<file path="src/rtl/i2s_tx_frame_fifo_if.sv">
// Host push and transmitter request signals of the I2S TX frame FIFO.
// master: the host / i2s_top_tx side, slave: the FIFO.
interface i2s_tx_frame_fifo_if #(
    parameter int WORD_WIDTH = 16
);
    logic [WORD_WIDTH-1:0] s_left_i;
    logic [WORD_WIDTH-1:0] s_right_i;
    logic                  s_valid_i;
    logic                  s_ready_o;
    logic                  req_i;
    logic                  lr_chnl_i;
    logic [WORD_WIDTH-1:0] data_o;

    modport master (
        output s_left_i, s_right_i, s_valid_i, req_i, lr_chnl_i,
        input  s_ready_o, data_o
    );

    modport slave (
        input  s_left_i, s_right_i, s_valid_i, req_i, lr_chnl_i,
        output s_ready_o, data_o
    );
endinterface

</file>
<file path="src/rtl/i2s_tx_frame_fifo.sv">
// Stereo frame FIFO feeding i2s_top_tx. Stores left/right pairs as whole
// frames and answers per-word channel requests one clock later, never
// letting playback start on a right word.
// Optional feature: define I2S_TX_FIFO_UNDERRUN_HOLD_EN to repeat the last
// sample sent on a channel instead of sending silence on underrun/slip.
//
// left_sent | meaning
// 0         | head frame untouched, next word must be a left word
// 1         | head.left already sent, a right request pops the frame
module i2s_tx_frame_fifo #(
    parameter int WORD_WIDTH = 16,
    parameter int DEPTH_LOG2 = 3
) (
    input  logic                  clk_i,
    input  logic                  rst_ni,
    i2s_tx_frame_fifo_if.slave    bus,
    output logic [DEPTH_LOG2:0]   level_o,
    output logic                  empty_o,
    output logic                  full_o,
    output logic                  underrun_o,
    input  logic                  clr_underrun_i
);
    localparam int DEPTH = 2 ** DEPTH_LOG2;

    logic [2*WORD_WIDTH-1:0] mem [DEPTH];
    logic [DEPTH_LOG2:0]     wr_ptr;
    logic [DEPTH_LOG2:0]     rd_ptr;
    logic                    left_sent;
    logic                    push;
    logic [WORD_WIDTH-1:0]   head_left;
    logic [WORD_WIDTH-1:0]   head_right;
    logic [WORD_WIDTH-1:0]   fill_left;
    logic [WORD_WIDTH-1:0]   fill_right;

    assign level_o = wr_ptr - rd_ptr;
    assign empty_o = (wr_ptr == rd_ptr);
    assign full_o  = (wr_ptr[DEPTH_LOG2] != rd_ptr[DEPTH_LOG2]) &&
                     (wr_ptr[DEPTH_LOG2-1:0] == rd_ptr[DEPTH_LOG2-1:0]);

    // Ready is forced low during reset so a host cannot push into a FIFO
    // whose pointers are being cleared.
    assign bus.s_ready_o = !full_o && rst_ni;
    assign push          = bus.s_valid_i && bus.s_ready_o;

    assign head_left  = mem[rd_ptr[DEPTH_LOG2-1:0]][2*WORD_WIDTH-1:WORD_WIDTH];
    assign head_right = mem[rd_ptr[DEPTH_LOG2-1:0]][WORD_WIDTH-1:0];

`ifdef I2S_TX_FIFO_UNDERRUN_HOLD_EN
    logic [WORD_WIDTH-1:0] hold_left;
    logic [WORD_WIDTH-1:0] hold_right;

    assign fill_left  = hold_left;
    assign fill_right = hold_right;

    // Remember the last sample actually sent on each channel.
    always_ff @(posedge clk_i) begin
        if (!rst_ni) begin
            hold_left  <= '0;
            hold_right <= '0;
        end else if (bus.req_i) begin
            if (!bus.lr_chnl_i && !empty_o) begin
                hold_left <= head_left;
            end else if (bus.lr_chnl_i && left_sent) begin
                hold_right <= head_right;
            end
        end
    end
`else
    assign fill_left  = '0;
    assign fill_right = '0;
`endif

    // Frame array write; contents intentionally survive reset.
    always_ff @(posedge clk_i) begin
        if (push) begin
            mem[wr_ptr[DEPTH_LOG2-1:0]] <= {bus.s_left_i, bus.s_right_i};
        end
    end

    // Pointers, frame sequencing, output word and sticky underrun flag.
    always_ff @(posedge clk_i) begin
        if (!rst_ni) begin
            wr_ptr     <= '0;
            rd_ptr     <= '0;
            left_sent  <= 1'b0;
            bus.data_o <= '0;
            underrun_o <= 1'b0;
        end else begin
            if (push) begin
                wr_ptr <= wr_ptr + 1'b1;
            end
            if (clr_underrun_i) begin
                underrun_o <= 1'b0;
            end
            if (bus.req_i) begin
                if (!bus.lr_chnl_i) begin
                    if (!empty_o) begin
                        bus.data_o <= head_left;
                        left_sent  <= 1'b1;
                    end else begin
                        bus.data_o <= fill_left;
                        underrun_o <= 1'b1;
                    end
                end else if (left_sent) begin
                    bus.data_o <= head_right;
                    rd_ptr     <= rd_ptr + 1'b1;
                    left_sent  <= 1'b0;
                end else begin
                    // Right word with no left sent: pad without popping so
                    // the frame stays aligned to the next left word.
                    bus.data_o <= fill_right;
                end
            end
        end
    end
endmodule

</file>
<file path="src/flat_wrapper.sv">
// flat-port wrapper written by rule: the top's interface ports become plain ports
module i2s_tx_frame_fifo_flat 
#(
    parameter int WORD_WIDTH = 16,
    parameter int DEPTH_LOG2 = 3
)
  (clk_i, rst_ni, level_o, empty_o, full_o, underrun_o, clr_underrun_i, bus_s_left_i, bus_s_right_i, bus_s_valid_i, bus_req_i, bus_lr_chnl_i, bus_s_ready_o, bus_data_o);
  i2s_tx_frame_fifo_if #(.WORD_WIDTH(WORD_WIDTH)) bus_i ();
  input  logic clk_i;
  input  logic rst_ni;
  output logic [DEPTH_LOG2:0] level_o;
  output logic empty_o;
  output logic full_o;
  output logic underrun_o;
  input  logic clr_underrun_i;
  input wire logic [$bits(bus_i.s_left_i)-1:0] bus_s_left_i;
  input wire logic [$bits(bus_i.s_right_i)-1:0] bus_s_right_i;
  input wire logic [$bits(bus_i.s_valid_i)-1:0] bus_s_valid_i;
  input wire logic [$bits(bus_i.req_i)-1:0] bus_req_i;
  input wire logic [$bits(bus_i.lr_chnl_i)-1:0] bus_lr_chnl_i;
  output wire logic [$bits(bus_i.s_ready_o)-1:0] bus_s_ready_o;
  output wire logic [$bits(bus_i.data_o)-1:0] bus_data_o;
  assign bus_i.s_left_i = bus_s_left_i;
  assign bus_i.s_right_i = bus_s_right_i;
  assign bus_i.s_valid_i = bus_s_valid_i;
  assign bus_i.req_i = bus_req_i;
  assign bus_i.lr_chnl_i = bus_lr_chnl_i;
  assign bus_s_ready_o = bus_i.s_ready_o;
  assign bus_data_o = bus_i.data_o;
  i2s_tx_frame_fifo #(.WORD_WIDTH(WORD_WIDTH), .DEPTH_LOG2(DEPTH_LOG2)) u_core (.clk_i(clk_i), .rst_ni(rst_ni), .bus(bus_i), .level_o(level_o), .empty_o(empty_o), .full_o(full_o), .underrun_o(underrun_o), .clr_underrun_i(clr_underrun_i));
endmodule
</file>
<file path="config.mk">
export PLATFORM = sky130hd
export DESIGN_NAME = i2s_tx_frame_fifo_flat
export DESIGN_NICKNAME = d
export VERILOG_FILES = /design/src/rtl/i2s_tx_frame_fifo_if.sv /design/src/rtl/i2s_tx_frame_fifo.sv /design/src/flat_wrapper.sv
export SDC_FILE = /design/constraint.sdc
export NUM_CORES = 1
export LEC_CHECK = 0
export ABC_AREA = 1
export BUFFER_PORTS_ARGS = -buffer_cell sky130_fd_sc_hd__buf_2
export CAP_MARGIN = 40
export CORE_ASPECT_RATIO = 1.5
export CORE_UTILIZATION = 55
export CTS_CLUSTER_DIAMETER = 30
export DETAILED_ROUTE_END_ITERATION = 6
export PLACE_DENSITY_LB_ADDON = 0.12
export SETUP_SLACK_MARGIN = 0.5
export SYNTH_ARGS = -nofsm -noshare
export SYNTH_HDL_FRONTEND = slang
export SYNTH_SLANG_ARGS = --single-unit
</file>
<file path="constraint.sdc">
create_clock -name clk_i -period 3.6 [get_ports clk_i]
set_input_delay 0 -clock clk_i [delete_from_list [all_inputs] [get_ports clk_i]]
set_output_delay 0 -clock clk_i [all_outputs]
set_load 0.02 [all_outputs]
</file>
==> Word level (Yosys, flattened, before mapping) <==
Memory sizes are Yosys's and may differ from the RTL's. A register that Yosys moved wholly into a read port is not among the register bits.
Index checks and enable logic that the tools add are counted.
{ "classes": {"add_sub_neg": 3, "eq_ne": 4, "muxes": 13, "n_reduce_logical": 6} }
{ "op_table": {"columns": ["operator", "count"], "rows": [
  ["2-to-1 mux 16 bit", 3],
  ["adder 4 x 1 -> 4 bit (second input constant)", 2],
  ["2-to-1 mux 1 bit", 8],
  ["2-to-1 mux 3 bit", 2],
  ["== test 4 bit", 1],
  ["subtractor 4 bit", 1],
  ["== test 3 bit", 1],
  ["logical AND 1 bit", 3],
  ["AND reduction 3 bit", 1],
  ["!= test 2 x 1 -> 1 bit (second input constant)", 1],
  ["AND reduction 2 bit", 1],
  ["logical NOT 1 bit", 1],
  ["!= test 1 bit", 1]
]} }
{ "word_totals": {"regBits": 26, "ram_bits": 256, "input_bits": 38, "output_inout_bits": 24, "word_cells": 32, "memories": 1} }
{ "mem_list": {"columns": ["name", "depth", "word_bits", "read_ports", "rd_clocked_by_memory_dff", "wr", "line_no", "text"], "rows": [
  ["u_core.mem", 8, 32, 1, 1, 1, "i2s_tx_frame_fifo.sv:25", "logic [2*WORD_WIDTH-1:0] mem [DEPTH];"]
]} }

==> Depth between registers and ports, before layout <==
Gate-level depths: netlist of run 1.
{ "logic_depth": {"word_depth": 7, "mapped_depth": 12, "ltp_nobuf": 11} }

==> Least setup slack after synthesis of run 1 <==
Ideal clock, no wire load.
{ "synth_timing": {"path_type": "flip-flop to flip-flop", "startpoint": "reg u_core.wr_ptr[0]", "endpoint": "mem u_core.mem[6][0] (netlist bit) (enable)", "setup_time_ns": 0.461, "t_arrival_ns": 3.780, "t_required_ns": 3.139, "setup_slack_ns": -0.641, "stages_incl_launch_ff": 10, "path_buffers": 0, "synth_period_minus_slack_ns": 4.241, "path_cell_list": "dfxtp_1 -> inv_1 -> ha_1 -> inv_1 -> nor2_1 -> nand2_1 -> inv_1 -> nor2_4 -> nand3_1 -> nor3_1"} }
{ "synth_between": {"elab_chain_cells": 7} }
{ "synth_rtl": {"columns": ["item", "line_no", "text"], "rows": [
  ["start, declared", "i2s_tx_frame_fifo.sv:26", "logic [DEPTH_LOG2:0] wr_ptr;"],
  ["start signal, assigned", "i2s_tx_frame_fifo.sv:90", "wr_ptr <= wr_ptr + 1'b1;"],
  ["== test 3 bit", "i2s_tx_frame_fifo.sv:38", "(wr_ptr[DEPTH_LOG2-1:0] == rd_ptr[DEPTH_LOG2-1:0]);"],
  ["logical AND 1 bit", "i2s_tx_frame_fifo.sv:37", "assign full_o = (wr_ptr[DEPTH_LOG2] != rd_ptr[DEPTH_LOG2]) &&"],
  ["via full_o", "flat_wrapper.sv:13", "output logic full_o;"],
  ["logical NOT 1 bit", "i2s_tx_frame_fifo.sv:42", "assign bus.s_ready_o = !full_o && rst_ni;"],
  ["logical AND 1 bit", "i2s_tx_frame_fifo.sv:42", null],
  ["via bus_s_ready_o", "flat_wrapper.sv:21", "output wire logic [$bits(bus_i.s_ready_o)-1:0] bus_s_ready_o;"],
  ["logical AND 1 bit", "i2s_tx_frame_fifo.sv:43", "assign push = bus.s_valid_i && bus.s_ready_o;"],
  ["2-to-1 mux 1 bit", "i2s_tx_frame_fifo.sv:75", "if (push) begin"],
  ["2-to-1 mux 1 bit (implied by the code)", "i2s_tx_frame_fifo.sv:76", "mem[wr_ptr[DEPTH_LOG2-1:0]] <= {bus.s_left_i, bus.s_right_i};"],
  ["end, declared", "i2s_tx_frame_fifo.sv:25", null]
]} }
The timed path passes the listed nets, and every way through them passes these cells.

==> Final worst setup path of run 1 <==
{ "layout_timing": {"startpoint": "reg u_core.rd_ptr[1]", "endpoint": "mem u_core.mem[2][13] (netlist bit) (enable)"} }
{ "layout_between": {"elab_chain_cells": 7} }
{ "layout_rtl": {"columns": ["item", "line_no", "text"], "rows": [
  ["start, declared", "i2s_tx_frame_fifo.sv:27", "logic [DEPTH_LOG2:0] rd_ptr;"],
  ["start signal, assigned", "i2s_tx_frame_fifo.sv:106", "rd_ptr <= rd_ptr + 1'b1;"],
  ["== test 3 bit", "i2s_tx_frame_fifo.sv:38", null],
  ["logical AND 1 bit", "i2s_tx_frame_fifo.sv:37", null],
  ["logical NOT 1 bit", "i2s_tx_frame_fifo.sv:42", null],
  ["logical AND 1 bit", "i2s_tx_frame_fifo.sv:42", null],
  ["logical AND 1 bit", "i2s_tx_frame_fifo.sv:43", null],
  ["2-to-1 mux 1 bit", "i2s_tx_frame_fifo.sv:75", null],
  ["2-to-1 mux 1 bit (implied by the code)", "i2s_tx_frame_fifo.sv:76", null]
]} }
Every way passes these cells.

==> results by stage, run 1 <==
Run status:
- The run finished with clean final reports.

Setup path:
- In this run the worst path has a maximum fanout of 14.
- On the worst path, the slowest cell contributes a delay of roughly 0.57 ns.
- Traced cell by cell, the critical path runs through inv_1 > ha_1 > nand2_1 > nor2_1 > nand2_1 > inv_1 > nor2_4 > nand3_1 > nor2_4 > buf_4.
- Data on the critical path is required at its endpoint by 3.80 ns.
- The worst reg-to-reg path cell count is 10.
- STA classifies the critical path endpoint as a register.
- The worst setup path is launched from a register.
- The slowest stage of the critical path is the nor2_4 cell.
- The arrival time reported for the critical path endpoint is roughly 3.0 ns.
- The critical path is of the reg2reg type.

Clock tree:
- The number of clock buffers added by TritonCTS is 39.
- The H-tree was split into 2 levels.
- For this design, the sink count on the clock tree is between 200 and 300.
- The number of resized instances in the post-cts repair step is 0.
- TritonCTS built the clock tree.
- After clock tree synthesis, the setup repair step added 0 buffers.
- In this run the clock root is driven by a clkbuf_16.
- The clock passes through at most 3 buffers.
- The worst-skew pair later-pin latency is 0.52 ns.
- Clock-pin slew was measured on the worst setup and hold paths at approximately 0.050 ns.

Place:
- The half-perimeter wire length after placement is approximately 16000 µm.
- The congestion estimate from routability-driven global placement came to just over 0.8.
- Port buffering added 61 buffers.
- The area after detailed placement is approximately 0.013 mm².

Pwr:
- The leakage power is 6.08 nW.
- Registers are responsible for between 40% and 50% of the overall power.
- IR analysis of the VDD net gives a maximum drop of between 0.0005 and 0.0006 V.
- The clock network accounts for approximately half of the total power.
- Combinational logic is responsible for under 10% of the overall power.
- In this run the power spent charging and discharging nets is ~0.0018 W.
- The areal power density over the cells is around 550 mW/mm².
- The internal power is 0.00611 W.
- The net switching share of the total power is between 20 and 25%.

Cells and area:
- The antenna diode instance count is 0.
- The total number of nets in the final design is between 1000 and 1500.
- Of the cells placed in the final design, the portion with a size suffix greater than 1 is between 10% and 20%.
- The core utilization of the finished layout is 66.1%.
- The finished cells cover about 0.014 mm².
- From synthesis to final layout, the design area changed by 18.0%.

Synth:
- The area of the mapped netlist is roughly 0.012 mm².
- Summing the areas of all compound-gate instances in the mapped netlist gives less than 1% of the synthesized area.
- The number of nets in the synthesized netlist is between 1000 and 1500.
- The count of flip-flops with a built-in enable after synthesis is about 260.
- In the synthesized netlist, the number of instances is 1171.
- Summing the areas of all and, or, nand and nor instances in the mapped netlist gives between 20 and 25% of the synthesized area.
- The most used flip-flop cell after synthesis is edfxtp_1.
- Synthesis inferred roughly 290 register bits.
- Ranked by total cell area, the synthesized netlist is headed by edfxtp_1, nand2_1, nand3_1, inv_1, dfxtp_1.
- In the synthesized netlist, mux cells make up 0% of the area.
- The area fraction of the dominant cell type after synthesis is between 60% and 70%.
- Summing the areas of all xor and xnor instances in the mapped netlist gives less than 1% of the synthesized area.
- The number of warnings printed during yosys synthesis is 0.
- After synthesis, the largest family of logic cells by area is simple AND/OR/NAND/NOR gates.
- The fraction of the yosys area taken by sequential cells is 68.3%.
- Of all cell types, the one taking the most synthesized area is edfxtp_1.
- The number of unique standard cell types used by synthesis is 27.
- The mean instance size in the synthesized netlist is slightly above 10 µm².
- Summing the areas of all fa, ha and maj instances in the mapped netlist gives 0.682% of the synthesized area.
- For this run, asynchronously set or reset flops after synthesis account for 0%.

Timing:
- The largest clock skew in the final design is about 0.021 ns.
- Setup repair after global routing left no endpoint under its margin.
- Static timing analysis puts the maximum clock frequency at ~360 MHz.
- At the pin with the least slew margin, the transition time is ~0.91 ns.
- The final hold violation count is 0.
- After layout, the worst path uses 76.7% of the clock period.
- The worst hold margin is roughly 0.080 ns.
- After layout, the minimum clock period comes to approximately 2.8 ns.
- The final count of negative-setup-slack endpoints is 0.
- The final max-slew violation count is 0.
- In this run the tightest slew margin relative to its limit is approximately two fifths.

Global route:
- The total track usage is 26.4%.
- The via count of the first global-routing pass is around 8000.
- The number of antenna violations at the first check in global routing was 0.
- Entering global routing, the biggest net connects between 80 and 90 pins.
- The first global-routing pass estimated between 40000 and 50000 µm of wire.
- The overall overflow remaining after global route is 0.

Floorplanning:
- The die covers around 0.023 mm².
- The initial standard-cell utilization of the core is a little under three fifths.
- The die span in x is approximately 120 µm.
- The number of placement rows is 66.
- After floorplanning, the core was sized to cover 0.0216 mm².
- The count of boundary I/O pins is slightly above 60.
- The die is around 180 µm tall.

Worst hold path:
- The tightest min-delay check is of the in2reg type.
- The count of cells along the worst hold path is 4.

Route:
- The post-detailed-route wirelength per cell is around 18 µm.
- For this block, the via count after detailed routing is about 8300.
- For this run, design rule violations remaining after detail routing come to 0.
- Dividing the detail-routed via count by the number of cells gives ~5.2.
- The first detailed-routing pass took 5 iterations.
- For this block, the initial DRC count from the detailed router was 636.
- The number of nets still failing antenna checks after routing is 0.
- The final wirelength is roughly 28000 µm.

Run:
- The max-capacitance violation count is 0.
[through the flow]
step | setup TNS, ns | power (W) | cells | setup slack, ns
floorplan | -27.86 | 0.00396 | 1171 | -0.290
global placement | 0 | 0.00410 | 1468 | 0.932
detailed placement | 0 | 0.00411 | 1468 | 0.867
CTS | 0 | 0.00792 | 1575 | 0.834
global route | 0 | 0.00811 | 1575 | 0.628
finish | 0 | 0.00787 | 1575 | 0.838
[cell type report]
cell class              count  area, µm²
flip-flops and latches    285       8270
fillers                  1687       7340
multi-input cells         670       2930
clock buffers              41       1030
repair buffers            118        836
inverters                 159        598
well taps                 272        340
clock inverters            30        290
[worst max-delay path: cells and delay by family (launching register included)]
kind / cells / cell delay, ns
DFF: 1 / 0.44
buffers and inverters: 3 / 0.47
and+or+nand+nor: 6 / 1.22
adders and majority gates: 1 / 0.29
[logic make-up (layout without fill, tap and decap cells)]
| logic type | after synthesis | after routing |
|---|---|---|
| AND/OR/NAND/NOR | 642 | 642 |
| flip-flops | 285 | 285 |
| buffers and inverters | 216 | 348 |
| AO/OA/AOI/OAI | 19 | 19 |
| adder cells (fa/ha/maj) | 6 | 6 |
| XOR/XNOR | 3 | 3 |
[layer usage]
| layer | track usage [%] | wire (µm) | vias up |
|---|---|---|---|
| met1 | 32.4 | 11100 | 3920 |
| met3 | 4.13 | 1690 | 57 |
| met4 | 9.30 | 755 | 0 |
| met2 | 46.7 | 14700 | 258 |
| li1 | - | - | 4026 |
| met5 | 0 | 0 | - |
[sequential cells by signal, summed over array words and instances (netlist names), named ones only]
register and flops:
u_core.bus.data_o 16, u_core.underrun_o 1, u_core.wr_ptr 4, u_core.mem 256, u_core.rd_ptr 4, u_core.left_sent 1
[path summary, 6_finish.rpt]
kind	startpoint	endpoint	slack, ns
max	u_core.rd_ptr[1]	u_core.mem[2][13]	0.84
max reg2reg	u_core.rd_ptr[1]	u_core.mem[2][13]	0.84
min reg2reg	u_core.underrun_o	u_core.underrun_o	0.47
min	bus_req_i	u_core.underrun_o	0.08
[repair_timing]
action | CTS | global route
setup endpoints to repair | 0 | 0
hold endpoints to repair | 268 | 0
hold buffers | 36 | 0
[cells in the mapped netlist (5+ instances only)]
cell type and instances:
a21oi_1 10, nor2_1 37, buf_2 14, ha_1 5
clkbuf_1 8, buf_4 17, o21ai_0 6, buf_6 10
edfxtp_1 256, buf_1 7, nor3_1 5, nand3_1 181
dfxtp_1 29, inv_1 155, nand2_1 413
[power groups by stage]
stage / clock network (W) / logic [W] / registers (W)
6_report: 0.00380 / 0.000390 / 0.00368
5_1_grt: 0.00400 / 0.000435 / 0.00368
4_1_cts: 0.00385 / 0.000393 / 0.00368
3_5_place_dp: 0 / 0.000360 / 0.00375
3_3_place_gp: 0 / 0.000357 / 0.00374
2_1_floorplan: 0 / 0.000207 / 0.00376
[cell usage in the layout, fill, tap and decap left out, types with 3 or more instances in the layout]
cell type        n
nor3_2           3
inv_2            3
buf_4           20
dlygate4sd3_1   36
clkinv_2         5
edfxtp_1       256
dfxtp_1         27
buf_2           61
inv_6            7
clkinv_1         3
nand2_1        413
bufinv_16        3
ha_1             5
clkinvlp_4       7
inv_1          155
nor2_4           5
clkbuf_16       41
o21ai_0          6
a21oi_1         10
nor2_1          33
nand3_1        181
clkinv_4         5
Note: power is estimated with default switching activity, not from simulation.
==> run 2: changes to the inputs <==
==> constraint.sdc (replaced) <==
create_clock -name clk_i -period 2.3 [get_ports clk_i]
set_input_delay 0 -clock clk_i [delete_from_list [all_inputs] [get_ports clk_i]]
set_output_delay 0 -clock clk_i [all_outputs]
set_load 0.02 [all_outputs]
==> run 2 against run 1 <==
Routed wire length increased by 12%. Core utilization is 6.4 points higher. Count of clock-buffer cells in the layout grew 5. Clock power up 59%. Register-to-register slack worse by 0.50 ns. Final area rose by 9.7%. Flip-flop and latch count unchanged. Via count is 5.8% higher. Critical path type unchanged. Critical endpoint is now u_core.mem[1][26].
==> results by stage, run 2 (synthesis results as in run 1) <==
Timing:
- The final count of negative-setup-slack endpoints is 0 (unchanged).
- The highest clock frequency the design can meet came to 509 MHz (was 362 MHz).
- The final hold violation count was 0 (unchanged).
- The largest clock skew in the final design came to 0.0176 ns (was 0.0214 ns).
- The slew at the pin closest to its max-slew limit is 0.607 ns (was 0.907 ns).
- The worst hold margin is 0.293 ns (was 0.0796 ns).
- The share of the clock period used by the worst path after layout is 85.5% (was 76.7%).
- The final max-slew violation count is 0 (unchanged).
- RSZ-0062 raised after global routing: true (was false).
- The worst slew slack as a fraction of its limit was 59.5% (was 39.5%).
- The final critical path time including I/O delays and setup is 1.97 ns (was 2.76 ns).

Setup path:
- The category of the critical setup timing path is reg2reg (unchanged).
- The type of element capturing the critical path is a register (unchanged).
- The launching element type of the critical path is a register (unchanged).
- The arrival time reported for the critical path endpoint is 2.18 ns (was 2.96 ns).
- The origin of the critical flop-to-flop path is u_core.rd_ptr[2] (was u_core.rd_ptr[1]).
- The worst reg-to-reg path cell count is 10 (unchanged).
- The required arrival time at the worst endpoint is 2.52 ns (was 3.80 ns).
- The destination of the worst register-to-register timing path is u_core.mem[1][26] (was u_core.mem[2][13]).
- The highest fanout seen on the critical path is 8 (was 14).
- The register-to-register path setup slack is 0.33 ns (was 0.84 ns).

Pwr:
- The leakage power is 6.65 nW (was 6.08 nW).
- The areal power density over the cells is 801 mW/mm² (was 550 mW/mm²).
- The worst supply voltage drop on vdd is 0.00102 V (was 0.000566 V).

Global route:
- The overall overflow remaining after global route is 0 (unchanged).
- The total track usage was 27.7% (was 26.4%).
- The global-route wire length before repair is 45800 µm (was 44200 µm).
- The via count of the first global-routing pass was 8331 (was 8101).
- The pin count of the biggest net entering global routing is 74 (was 82).
- The number of antenna violations at the first check in global routing is 0 (unchanged).
- The global routing met2 resource utilization was 49.1% (was 46.7%).
- The most crowded layer after global routing is met2 (unchanged).
- The global-route met3 utilization came to 4.31% (was 4.13%).
- The met1 global-route usage is 32.9% (was 32.4%).

Clock tree:
- The clock slew seen by the registers of the worst setup and hold paths is 0.06 ns (was 0.05 ns).
- The CTS root buffer is clkbuf_16 (unchanged).
- The maximum buffer depth of the clock tree was 3 (unchanged).
- The CTS tree is yes (unchanged).
- The number of clock sinks was 285 (unchanged).
- The worst-skew pair later-pin latency was 0.51 ns (was 0.52 ns).
- The H-tree depth was 2 (unchanged).
- The number of buffers created by CTS is 38 (was 39).

Floorplanning:
- The initial standard-cell utilization of the core is 56.0% (unchanged).
- The count of boundary I/O pins was 62 (unchanged).
- The die span in x is 123 µm (unchanged).
- The die area is 0.0226 mm² (unchanged).
- The number of placement rows is 66 (unchanged).
- The floorplan core area is 0.0216 mm² (unchanged).
- The die outline height is 184 µm (unchanged).

Cells and area:
- Commonest non-fill, non-tap cells in the layout: nand2_1, edfxtp_1, nand3_1 (unchanged).
- The area growth from synthesis to final layout is 29.4% (was 18.0%).
- The total number of nets in the final design is 1382 (was 1317).
- The leading cell type in the layout, fill and taps excluded is nand2_1 (unchanged).
- The fraction of final layout cells with drive strength greater than 1 is 18.4% (was 13.0%).
- The area of the multi-input gates is 0.00305 mm² (was 0.00293 mm²).
- The antenna diode instance count is 0 (unchanged).
- The final-layout fill cell count is 1479 (was 1687).
- The area of all placed cells without fillers is 0.0157 mm² (was 0.0143 mm²).
- The combined flip-flop and latch cell area is 0.00829 mm² (was 0.00827 mm²).
- The flip-flop count of the largest register after layout was 256 (unchanged).
- The number of standard cells in the final layout excluding fillers was 1639 (was 1575).

Place:
- The placer congestion estimate is 0.814 (was 0.827).
- The half-perimeter wire length after placement is 16200 µm (was 15800 µm).
- The count of input and output buffers is 61 (unchanged).
- The area after detailed placement is 0.0129 mm² (was 0.0126 mm²).
- The instance count after placement with tap cells included was 1479 (was 1468).

Route:
- The count of vias placed by the detailed router came to 8744 (was 8261).
- The initial detailed-routing violation count is 787 (was 636).
- The final wirelength is 31600 µm (was 28300 µm).
- The remaining routing DRC violations was 0 (unchanged).
- The post-detailed-route wirelength per cell is 19.3 µm (was 17.9 µm).
- The number of vias per cell after detailed routing is 5.33 (was 5.25).
- The number of search-and-repair iterations in the first detailed-routing pass is 5 (unchanged).
- The number of nets still failing antenna checks after routing is 0 (unchanged).

Worst hold path:
- The count of cells along the worst hold path is 3 (was 4).
- The class of the most critical hold timing path is in2reg (unchanged).
- The end point of the most critical hold path is u_core.left_sent (was u_core.underrun_o).
- The origin of the worst min-delay path is bus_lr_chnl_i (was bus_req_i).

Run:
- The max-capacitance violation count is 0 (unchanged).

Run status:
- Run status: completed (unchanged).
-- run 2: cell types whose count changed in the layout (fill, tap and decap cells not counted), sizes merged --
cell / delta
buf: +57
clkbuf: +13
inv: -8
bufinv: +4
clkinvlp: -2
clkinv: -1
dlygate4sd3: +1
-- run 2: report_power, final --
part	switching [W]	internal (W)
Clock	0.00214	0.00391
Sequential	0.0000367	0.00572
Combinational	0.000467	0.000291
-- run 2: worst max-delay path: stages, from the launching register on --
cell       delay (ns)
dfxtp_2          0.33
inv_2            0.05
ha_4             0.24
nand2_4          0.08
nor2_4           0.04
nand2_4          0.08
nand3_4          0.16
buf_12           0.17
nor3_4           0.15
buf_12           0.17
clkbuf_16        0.18
-- run 2: what timing repair did --
item	in CTS	in global routing
pin swaps	6	3
endpoints found under the hold margin	268	0
resized for setup	48	28
setup buffers	28	9
setup endpoints to repair	268	265
hold buffers	37	0
cloned	9	8
-- run 2: how the worst max path moves through the flow --
stage / cells after the start / end / startpoint / slack (ns)
5_1_grt: 10 / u_core.mem[1][12] / u_core.rd_ptr[2] / 0.30
3_3_place_gp: 10 / u_core.mem[6][5] / u_core.rd_ptr[1] / 0.22
3_5_place_dp: 10 / u_core.mem[6][24] / u_core.rd_ptr[1] / 0.16
2_1_floorplan: 9 / u_core.mem[6][0] / u_core.wr_ptr[0] / -0.28
4_1_cts: 12 / u_core.mem[6][25] / u_core.rd_ptr[2] / 0.38
6_report: 10 / u_core.mem[1][26] / u_core.rd_ptr[2] / 0.33
-- run 2: layout make-up --
type | instances | area share (%)
Inverter | 159 | 3.96
Clock inverter | 23 | 2.01
Tap cell | 272 | 2.17
Sequential cell | 285 | 52.8
Multi-Input combinational cell | 670 | 19.5
Clock buffer | 46 | 6.39
Timing Repair Buffer | 184 | 13.2
-- run 2: metrics by stage --
step / TNS [ns] / power, W / worst slack, ns / utilization, %
after global placement: 0 / 0.00646 / 0.216 / 59.8
after floorplan: -13.24 / 0.00622 / -0.277 / -
after CTS: 0 / 0.0126 / 0.375 / 70.6
after detailed placement: 0 / 0.00647 / 0.162 / 59.8
final: 0 / 0.0126 / 0.334 / 72.5
after global routing: 0 / 0.0129 / 0.300 / 72.5
-- run 2: layer usage --
layer	wire [µm]	part of all wire (%)
met5	0	0
met4	1490	4.7
met3	1750	5.5
met2	16500	52
met1	11900	37
